File: config.mk
export PLATFORM = sky130hd
export DESIGN_NAME = reg_op_sequencer_flat
export DESIGN_NICKNAME = d
export VERILOG_FILES = /design/src/rtl/reg_op_sequencer_if.sv /design/src/rtl/reg_op_sequencer.sv /design/src/flat_wrapper.sv
export SDC_FILE = /design/constraint.sdc
export NUM_CORES = 1
export LEC_CHECK = 0
export BUFFER_PORTS_ARGS = -buffer_cell sky130_fd_sc_hd__buf_2
export CAP_MARGIN = 40
export CELL_PAD_IN_SITES_DETAIL_PLACEMENT = 1
export CELL_PAD_IN_SITES_GLOBAL_PLACEMENT = 2
export CORE_MARGIN = 2
export CORE_UTILIZATION = 38
export DETAILED_ROUTE_END_ITERATION = 10
export HOLD_SLACK_MARGIN = 0.03
export PLACE_DENSITY = 0.92
export SETUP_SLACK_MARGIN = 0.15
export SLEW_MARGIN = 10
export SYNTH_ARGS = -nofsm -noshare
export SYNTH_HDL_FRONTEND = slang
export SYNTH_SLANG_ARGS = --single-unit
File: constraint.sdc
create_clock -name clk -period 3.7 [get_ports clk]
set_clock_uncertainty 0.05 [all_clocks]
set_input_delay 0.37 -clock clk [delete_from_list [all_inputs] [get_ports clk]]
set_output_delay 0.37 -clock clk [all_outputs]
set_load 0.02 [all_outputs]
File: src/rtl/reg_op_sequencer_if.sv
// Bundle of the instruction handshake and register-file port signals
// between decode/register file (master side) and the operation sequencer
// (slave side).
interface reg_op_sequencer_if;
   logic       instr_valid;
   logic       instr_ready;
   logic [1:0] opcode;
   logic [2:0] rd;
   logic [2:0] rs;
   logic [2:0] read_reg_no;
   logic [7:0] read_data;
   logic [2:0] write_reg_no;
   logic [7:0] write_data;
   logic       reg_write;
   logic       done;
   logic       zero_flag;
   logic       carry_flag;

   modport master (
      output instr_valid, opcode, rd, rs, read_data,
      input  instr_ready, read_reg_no, write_reg_no, write_data,
             reg_write, done, zero_flag, carry_flag
   );

   modport slave (
      input  instr_valid, opcode, rd, rs, read_data,
      output instr_ready, read_reg_no, write_reg_no, write_data,
             reg_write, done, zero_flag, carry_flag
   );
endinterface

File: src/rtl/reg_op_sequencer.sv
// Multi-cycle two-register operation sequencer. Reads operand B (rs) and
// operand A (rd) serially through the register file's single read port,
// computes ADD/SUB/MOV/AND, writes the result back to rd with a one-cycle
// reg_write pulse and keeps zero/carry flags of the last result.
module reg_op_sequencer (
   input  logic                      clk,
   input  logic                      reset,
   reg_op_sequencer_if.slave         bus
);

   localparam logic [2:0] IDLE = 3'd0;
   localparam logic [2:0] RD_B = 3'd1;
   localparam logic [2:0] RD_A = 3'd2;
   localparam logic [2:0] EXEC = 3'd3;
   localparam logic [2:0] WB   = 3'd4;

   localparam logic [1:0] OP_ADD = 2'b00;
   localparam logic [1:0] OP_SUB = 2'b01;
   localparam logic [1:0] OP_MOV = 2'b10;
   localparam logic [1:0] OP_AND = 2'b11;

   logic [2:0] state;
   logic [2:0] state_nxt;
   logic [1:0] op_lat;
   logic [2:0] rd_lat;
   logic [2:0] rs_lat;
   logic [7:0] opa;
   logic [7:0] opb;
   logic [8:0] sum9;
   logic [7:0] result;
   logic       carry_res;
   logic [2:0] wr_no;
   logic [7:0] wr_data;
   logic       zero;
   logic       carry;
   logic [2:0] rd_port;

   // Next-state selection; MOV skips the operand A read.
   always_comb begin
      state_nxt = state;
      case (state)
         IDLE: begin
            if (bus.instr_valid) begin
               state_nxt = RD_B;
            end else begin
               state_nxt = IDLE;
            end
         end
         RD_B: begin
            if (op_lat == OP_MOV) begin
               state_nxt = EXEC;
            end else begin
               state_nxt = RD_A;
            end
         end
         RD_A:    state_nxt = EXEC;
         EXEC:    state_nxt = WB;
         WB:      state_nxt = IDLE;
         default: state_nxt = IDLE;
      endcase
   end

   // Read-port index: rs during RD_B, rd during RD_A, otherwise register 0.
   always_comb begin
      rd_port = 3'd0;
      case (state)
         RD_B:    rd_port = rs_lat;
         RD_A:    rd_port = rd_lat;
         default: rd_port = 3'd0;
      endcase
   end

   // ALU: 9-bit sum gives ADD carry-out and SUB borrow (opB > opA) in bit 8.
   always_comb begin
      sum9      = 9'd0;
      result    = 8'd0;
      carry_res = 1'b0;
      case (op_lat)
         OP_ADD: begin
            sum9      = {1'b0, opa} + {1'b0, opb};
            result    = sum9[7:0];
            carry_res = sum9[8];
         end
         OP_SUB: begin
            sum9      = {1'b0, opa} - {1'b0, opb};
            result    = sum9[7:0];
            carry_res = sum9[8];
         end
         OP_MOV: begin
            result    = opb;
            carry_res = 1'b0;
         end
         OP_AND: begin
            result    = opa & opb;
            carry_res = 1'b0;
         end
         default: begin
            result    = 8'd0;
            carry_res = 1'b0;
         end
      endcase
   end

   // State register; reset abandons any in-flight instruction immediately.
   always_ff @(posedge clk or posedge reset) begin
      if (reset) begin
         state <= IDLE;
      end else begin
         state <= state_nxt;
      end
   end

   // Latch the instruction fields on the accept edge only.
   always_ff @(posedge clk or posedge reset) begin
      if (reset) begin
         op_lat <= 2'b00;
         rd_lat <= 3'd0;
         rs_lat <= 3'd0;
      end else if ((state == IDLE) && bus.instr_valid) begin
         op_lat <= bus.opcode;
         rd_lat <= bus.rd;
         rs_lat <= bus.rs;
      end
   end

   // Capture operands from the combinational read port at the end of each read state.
   always_ff @(posedge clk or posedge reset) begin
      if (reset) begin
         opa <= 8'd0;
         opb <= 8'd0;
      end else if (state == RD_B) begin
         opb <= bus.read_data;
      end else if (state == RD_A) begin
         opa <= bus.read_data;
      end
   end

   // Register result, write address and flags at the end of EXEC; they hold
   // afterwards so the level-sensitive write port sees stable values in WB.
   always_ff @(posedge clk or posedge reset) begin
      if (reset) begin
         wr_no   <= 3'd0;
         wr_data <= 8'd0;
         zero    <= 1'b0;
         carry   <= 1'b0;
      end else if (state == EXEC) begin
         wr_no   <= rd_lat;
         wr_data <= result;
         zero    <= (result == 8'd0);
         carry   <= carry_res;
      end
   end

   assign bus.instr_ready  = (state == IDLE) & ~reset;
   assign bus.read_reg_no  = rd_port;
   assign bus.write_reg_no = wr_no;
   assign bus.write_data   = wr_data;
   assign bus.reg_write    = (state == WB);
   assign bus.done         = (state == WB);
   assign bus.zero_flag    = zero;
   assign bus.carry_flag   = carry;

endmodule
File: src/flat_wrapper.sv
// flat-port wrapper written by rule: the top's interface ports become plain ports
module reg_op_sequencer_flat 
  (clk, reset, bus_instr_valid, bus_opcode, bus_rd, bus_rs, bus_read_data, bus_instr_ready, bus_read_reg_no, bus_write_reg_no, bus_write_data, bus_reg_write, bus_done, bus_zero_flag, bus_carry_flag);
  reg_op_sequencer_if bus_i ();
  input  logic clk;
  input  logic reset;
  input wire logic [$bits(bus_i.instr_valid)-1:0] bus_instr_valid;
  input wire logic [$bits(bus_i.opcode)-1:0] bus_opcode;
  input wire logic [$bits(bus_i.rd)-1:0] bus_rd;
  input wire logic [$bits(bus_i.rs)-1:0] bus_rs;
  input wire logic [$bits(bus_i.read_data)-1:0] bus_read_data;
  output wire logic [$bits(bus_i.instr_ready)-1:0] bus_instr_ready;
  output wire logic [$bits(bus_i.read_reg_no)-1:0] bus_read_reg_no;
  output wire logic [$bits(bus_i.write_reg_no)-1:0] bus_write_reg_no;
  output wire logic [$bits(bus_i.write_data)-1:0] bus_write_data;
  output wire logic [$bits(bus_i.reg_write)-1:0] bus_reg_write;
  output wire logic [$bits(bus_i.done)-1:0] bus_done;
  output wire logic [$bits(bus_i.zero_flag)-1:0] bus_zero_flag;
  output wire logic [$bits(bus_i.carry_flag)-1:0] bus_carry_flag;
  assign bus_i.instr_valid = bus_instr_valid;
  assign bus_i.opcode = bus_opcode;
  assign bus_i.rd = bus_rd;
  assign bus_i.rs = bus_rs;
  assign bus_i.read_data = bus_read_data;
  assign bus_instr_ready = bus_i.instr_ready;
  assign bus_read_reg_no = bus_i.read_reg_no;
  assign bus_write_reg_no = bus_i.write_reg_no;
  assign bus_write_data = bus_i.write_data;
  assign bus_reg_write = bus_i.reg_write;
  assign bus_done = bus_i.done;
  assign bus_zero_flag = bus_i.zero_flag;
  assign bus_carry_flag = bus_i.carry_flag;
  reg_op_sequencer u_core (.clk(clk), .reset(reset), .bus(bus_i));
endmodule
==> flow_summary_export.csv, run 1 <==
group,metric,value,unit
status,status,"completed",
timing,count_of_pins_over_their_slew_limit,0,
final_layout,layout-drive-gt1-share,27.6,%
global_route,grt_use_total,19.9,%
timing,rsz0062_at_grt,"false",
power_and_ir_drop,leakage,1.36,nW
synth,yosys_most_used_dff,"dfrtp_1",
synth,async_flop_share,100,%
drt,vias,1999,
clocking,cts-root-buf,"clkbuf_8",
place,port_buffers,37,
synth,postSynthAreaPerCell,9.64,sq um
critical_path,reg2reg_setup_slack,970,ps
clocking,cts_buffer_depth,2,
global_route,grt_antenna_before_repair,0,
critical_path,worstReg2RegStart,"u_core.opb[0]",
floorplan,fp.dieArea,7100,sq um
synth,synth_fa_ha_area_share,9.82,%
synth,synth_cell_area,2450,sq um
floorplan,i_o_pin_total,38,
critical_path,setup.worst_path.start_class,"flop",
synth,ys_ff_latch,40,
final_layout,area.growth.synth_to_final,18.1,%
floorplan,fp.coreArea,6280,sq um
floorplan,die_w,84.3,um
place,post-dp-hpwl,4910,um
synth,syn-instance-count,254,
drt,route.detailed.wl_per_inst,18.1,um
power_and_ir_drop,vdd.ir_drop.worst,0.488,mV
critical_path,crit-reg2reg-capture,"u_core.bus.write_data[6]",
synth,post_synth_num_cell_types,55,
synth,dominant_combinational_cell_family_by_area_after_synthesis,"compound AO/OA/AOI/OAI gates",
synth,dominant_cell_by_count_in_the_synthesized_netlist,"dfrtp_1",
global_route,grt_overflow,0,
synth,synth.top_cells.by_area,"dfrtp_1, ha_1, mux2_2",
timing,maxSlewHeadroom,53.0,%
critical_path,rr_worst_depth,9,
global_route,first_global_vias,2065,
global_route,grt_pass1_wl,11000,um
clocking,clkTransAtPathRegs,90,ps
timing,timing.final.crit_share,73.8,%
global_route,grt_max_degree,23,
final_layout,insertedDiodeCount,0,
synth,cell_types_with_the_highest_counts_after_synthesis,"dfrtp_1, nand2_1, o21ai_0, mux2_2",
final_layout,final_nets,329,
synth,yosys.area.top_type,"dfrtp_1",
critical_path,cp.arrival,2880,ps
critical_path,critical_path_peak_fanout,4,
drt,drcViolationCount,0,
drt,drtAntennaViolNets,0,
clocking,cts_setup_buffers,0,
critical_path,critical_path_required,3850,ps
drt,routed_wl,6700,um
drt,drt_iter0_drc,71,
clocking,tritoncts.num_buffers,5,
global_route,grtUsageMet1,25.9,%
synth,post_synth_xor_xnor_area,1.43,%
timing,worst-slew-pin-transition,702,ps
place,gpl.final_weighted_congestion,0.801,
synth,synth_compound_area_share,18.2,%
power_and_ir_drop,power_per_cell_area,1120,nW/um^2
critical_path,criticalPathCategory,"flop to flop",
floorplan,floorplan.rows,29,
floorplan,initial_core_util,39.0,%
synth,synth_enable_flop_cells,0,
synth,synth-simple-area-share,15.8,%
synth,yosysWarnings,0,
power_and_ir_drop,report.power.total,0.00325,W
synth,post_synth_mux_area_share,9.05,%
global_route,grt.busiest_layer,"met2",
timing,timing.final.crit_period,2730,ps
flow_run,maxCapViolations,0,
timing,hold_viol,0,
timing,post_route_setup_tns,0,ps
clocking,numClockSinks,40,
drt,drt-vias-per-instance,5.40,
clocking,cts.repair.resized,0,
synth,synth_top_area_share,40.9,%
timing,timing.final.setup_violations,0,
critical_path,cp-end-kind,"flop",
global_route,use_met2,33.9,%
clocking,htree_num_levels,2,
clocking,ctsHoldBuffers,0,
floorplan,dieHeight,84.3,um
synth,number_of_nets_produced_by_synthesis,291,
min_path,hp-class,"input pin to asynchronous set/reset pin",
clocking,clock_latency,310,ps
drt,firstDrtPassIters,4,
clocking,tritoncts,"yes",
global_route,global_route.usage.met3,3.54,%
synth,synth_seq_area_share,40.9,%
timing,max_clock_freq,366,MHz
==> sequential cells by signal (all words and copies together) (netlist names) <==
signal and flops:
u_core.bus.zero_flag 1, u_core.rs_lat 3, u_core.op_lat 2, u_core.opa 8, u_core.rd_lat 3, u_core.bus.write_reg_no 3, u_core.bus.carry_flag 1, u_core.state 3
u_core.opb 8, u_core.bus.write_data 8
==> how the worst max path moves through the flow <==
stage	startpoint	to
2_1_floorplan	u_core.opb[0]	u_core.bus.zero_flag
3_3_place_gp	u_core.opb[0]	u_core.bus.write_data[6]
3_5_place_dp	u_core.opb[0]	u_core.bus.zero_flag
4_1_cts	u_core.opb[0]	u_core.bus.write_data[6]
5_1_grt	u_core.opb[0]	u_core.bus.write_data[6]
6_report	u_core.opb[0]	u_core.bus.write_data[6]
==> worst max-delay path: stages (launching register included) <==
cell,delay [ps]
dfrtp_1,420
ha_1,270
fa_1,400
nor2b_1,180
o311a_1,330
o31ai_1,200
o211ai_1,150
xor2_1,160
o21ai_1,130
mux2_2,330
==> power by group <==
part	switching (W)	internal, W	leakage [nW]	total, W
clock network	0.000177	0.000221	0.0614	0.000398
logic	0.00113	0.000847	0.813	0.00198
registers	0.000222	0.000652	0.489	0.000874
total	0.00153	0.00172	1.36	0.00325
==> cell type report <==
type                            count  area, sq um
Fill cell                         744         3390
Clock inverter                      2         38.8
Clock buffer                        6         82.6
Multi-Input combinational cell    185         1340
Timing Repair Buffer               43          270
Inverter                           17         63.8
Sequential cell                    40         1000
Tap cell                           77         96.3
==> per-layer routing <==
layer,wire length (um),vias up
met4,91,0
met3,237,8
met2,3380,37
met5,0,-
met1,3000,992
li1,-,962
==> kinds of logic after synthesis <==
group / count (synthesis)
AND/OR/NAND/NOR: 75
AO/OA/AOI/OAI: 68
flip-flops: 40
buffers and inverters: 29
multiplexers: 20
adder cells (fa/ha/maj): 18
XOR/XNOR: 4
==> cell usage in the layout, fill, tap and decap left out, drive strengths merged, types with 3 or more instances in the layout <==
cell    instances
mux2           17
nand2          36
inv            17
o31ai           4
a21oi           9
a22o            3
nor2b           3
nor2           13
dfrtp          40
mux2i           3
nor3b           3
o21a            3
clkbuf          6
o21ai          30
ha             16
nand2b          4
buf            43
o211ai          3
==> stage by stage <==
stage                     worst slack, ps  utilization (%)  hold slack, ps  area, sq um  std cells
final                                 968             46.1             108         2890        370
after global placement               1030             43.1             400         2710        359
after CTS                             974             46.1             122         2890        370
after floorplan                      1260                -             407         2450        254
after detailed placement             1030             44.1             409         2770        362
after global routing                  768             46.1             146         2890        370
Note: power is estimated with default switching activity, not from simulation.
==> run 2: changes to the inputs <==
Settings changed: CORE_UTILIZATION 38 to 32, PLACE_DENSITY 0.92 to 0.84.
Clock period 3.7 ns to 2.4 ns, I/O delays scaled along.
==> run 2 against run 1 <==
The run now ends with setup timing left. Die area increased by 18%. First-iteration DRC count increased by 8.5%. Combinational power increased by 95%. Critical path depth increased by 2. Non-clock buffer count increased by 24. Fmax increased by 5.8%. Via count increased by 3.8%. Sequential power increased by 48%. Wire length increased by 4.1%. Core utilization decreased by 2.5 points. Count of clock-buffer cells in the layout decreased by 1.
==> flow_summary_export.csv, run 2 (synthesis results as in run 1) <==
group,metric,value,unit
status,status,"finished, violations left",
status,violated_checks,"setup timing",
floorplan,initial_core_util,33.4,%
floorplan,die_w,91.5,um
place,gpl.final_weighted_congestion,0.819,
clocking,tritoncts.num_buffers,5,
timing,timing.final.crit_period,2580,ps
clocking,htree_num_levels,2,
final_layout,area.growth.synth_to_final,30.5,%
global_route,grt_pass1_wl,11600,um
global_route,grt_antenna_before_repair,0,
timing,rsz0062_at_grt,"true",
global_route,first_global_vias,2228,
power_and_ir_drop,leakage,1.49,nW
floorplan,dieHeight,91.5,um
critical_path,critPathMaxStageDelay,410,ps
critical_path,rr_worst_depth,11,
floorplan,floorplan.rows,31,
timing,hold_viol,0,
drt,firstDrtPassIters,4,
timing,timing.final.setup_violations,2,
clocking,numClockSinks,40,
power_and_ir_drop,vdd.ir_drop.worst,0.685,mV
critical_path,worstReg2RegStart,"u_core.opa[0]",
clocking,ctsHoldBuffers,0,
place,post-dp-hpwl,5130,um
clocking,cts-root-buf,"clkbuf_8",
power_and_ir_drop,power_per_cell_area,1820,nW/um^2
clocking,cts_buffer_depth,2,
timing,worst-slew-pin-transition,547,ps
critical_path,critical_path_required,2530,ps
critical_path,crit_chain,"inv_2 > ha_4 > fa_2 > and2b_2 > buf_4 > o31a_1 > or3_1 > o211ai_1 > xor2_1 > o21ai_2 > mux2_2",
final_layout,layout_common_cells,"dfrtp_1, buf_2, nand2_1, buf_4, o21ai_0",
place,dpl-instance-area,2900,sq um
critical_path,cp-end-kind,"flop",
critical_path,reg2reg_setup_slack,-180,ps
global_route,grt_max_degree,41,
floorplan,fp.coreArea,7330,sq um
place,port_buffers,37,
critical_path,cp.arrival,2710,ps
final_layout,postLayoutCellArea,3190,sq um
timing,min_hold_slack,47.4,ps
drt,vias,2075,
timing,maxSlewHeadroom,63.5,%
critical_path,crit-reg2reg-capture,"u_core.bus.write_data[6]",
final_layout,register_area,1000,sq um
global_route,grt_use_total,17.4,%
timing,timing.final.crit_share,108,%
floorplan,i_o_pin_total,38,
final_layout,final_nets,353,
critical_path,setup.worst_path.start_class,"flop",
clocking,clock_latency,290,ps
place,pre_cts_ws,-239,ps
timing,count_of_pins_over_their_slew_limit,0,
flow_run,maxCapViolations,0,
clocking,clkTransAtPathRegs,90,ps
drt,drt-vias-per-instance,5.00,
critical_path,critical_path_peak_fanout,3,
global_route,grt_overflow,0,
min_path,hp-class,"input pin to asynchronous set/reset pin",
critical_path,cp_slowest_cell,"dfrtp_1",
final_layout,multi_input_area,1450,sq um
drt,drt_iter0_drc,77,
drt,drtAntennaViolNets,0,
drt,routed_wl,6980,um
final_layout,layout_commonest_cell,"dfrtp_1",
drt,drcViolationCount,0,
timing,max_clock_freq,387,MHz
final_layout,insertedDiodeCount,0,
drt,route.detailed.wl_per_inst,16.8,um
clocking,tritoncts,"yes",
final_layout,layout-drive-gt1-share,40.2,%
final_layout,fill_cells,874,
critical_path,criticalPathCategory,"flop to flop",
floorplan,fp.dieArea,8360,sq um
timing,post-route-worst-setup-slack,-182,ps
==> run 2: cell count changes in the layout (fill, tap and decap cells not counted), moves of 3 or more <==
cell     change
ha_4         +3
ha_1         -6
o21ai_2      +4
ha_2         +3
buf_4       +25
o21ai_0      -4
==> run 2: cell type report <==
type	instances	area share, %
clock inverters	2	1.88
inverters	17	2.00
flip-flops and latches	40	31.4
clock buffers	5	2.15
repair buffers	67	13.2
well taps	99	3.88
multi-input cells	185	45.4
==> run 2: worst max-delay path by stage <==
stage | from | endpoint | slack (ps) | cells past startpoint
after floorplan | u_core.opb[0] | u_core.bus.zero_flag | 30 | 8
after global placement | u_core.opb[0] | u_core.bus.zero_flag | -120 | 8
after detailed placement | u_core.opb[0] | u_core.bus.zero_flag | -240 | 8
after CTS | u_core.opa[0] | u_core.bus.write_data[6] | -180 | 11
after global routing | u_core.opb[0] | u_core.bus.zero_flag | -310 | 9
final | u_core.opa[0] | u_core.bus.write_data[6] | -180 | 11
==> run 2: what timing repair did <==
| action | in CTS | in global routing |
|---|---|---|
| gates resized for setup | 10 | 18 |
| pin swaps | 7 | 7 |
| setup buffers | 3 | 5 |
| hold endpoints to repair | 0 | 0 |
| endpoints found under the setup margin | 6 | 6 |
==> run 2: power by group <==
part / switching (W) / internal [W] / total (W)
Sequential: 0.000281 / 0.00101 / 0.00129
Combinational: 0.00203 / 0.00184 / 0.00386
Clock: 0.000244 / 0.000410 / 0.000654
Total: 0.00255 / 0.00326 / 0.00581
==> run 2: worst max-delay path: cells and delay by family (launching register included) <==
family                     cells  cell delay [ps]
and+or+nand+nor                2              550
xor gates and xnor gates       1              190
AOI/OAI and AO/OA              3              450
DFF                            1              410
muxes                          1              260
adders and majority gates      2              330
buffers and inverters          2              220
==> run 2: routing by layer <==
layer	vias up	routed length [um]	global-route usage (%)
li1	1014	-	-
met1	1030	3200	22.3
met2	25	3570	30.9
met3	6	159	2.90
met4	0	59	3.54
met5	-	0	0
==> run 2: through the flow <==
stage | util [%] | power [W] | instances | setup TNS (ps)
after floorplan | - | 0.00350 | 254 | 0
after detailed placement | 39.5 | 0.00472 | 400 | -450
after global routing | 43.6 | 0.00632 | 415 | -775
after CTS | 41.9 | 0.00553 | 410 | -399
final | 43.6 | 0.00581 | 415 | -359
after global placement | 39.5 | 0.00460 | 400 | -208
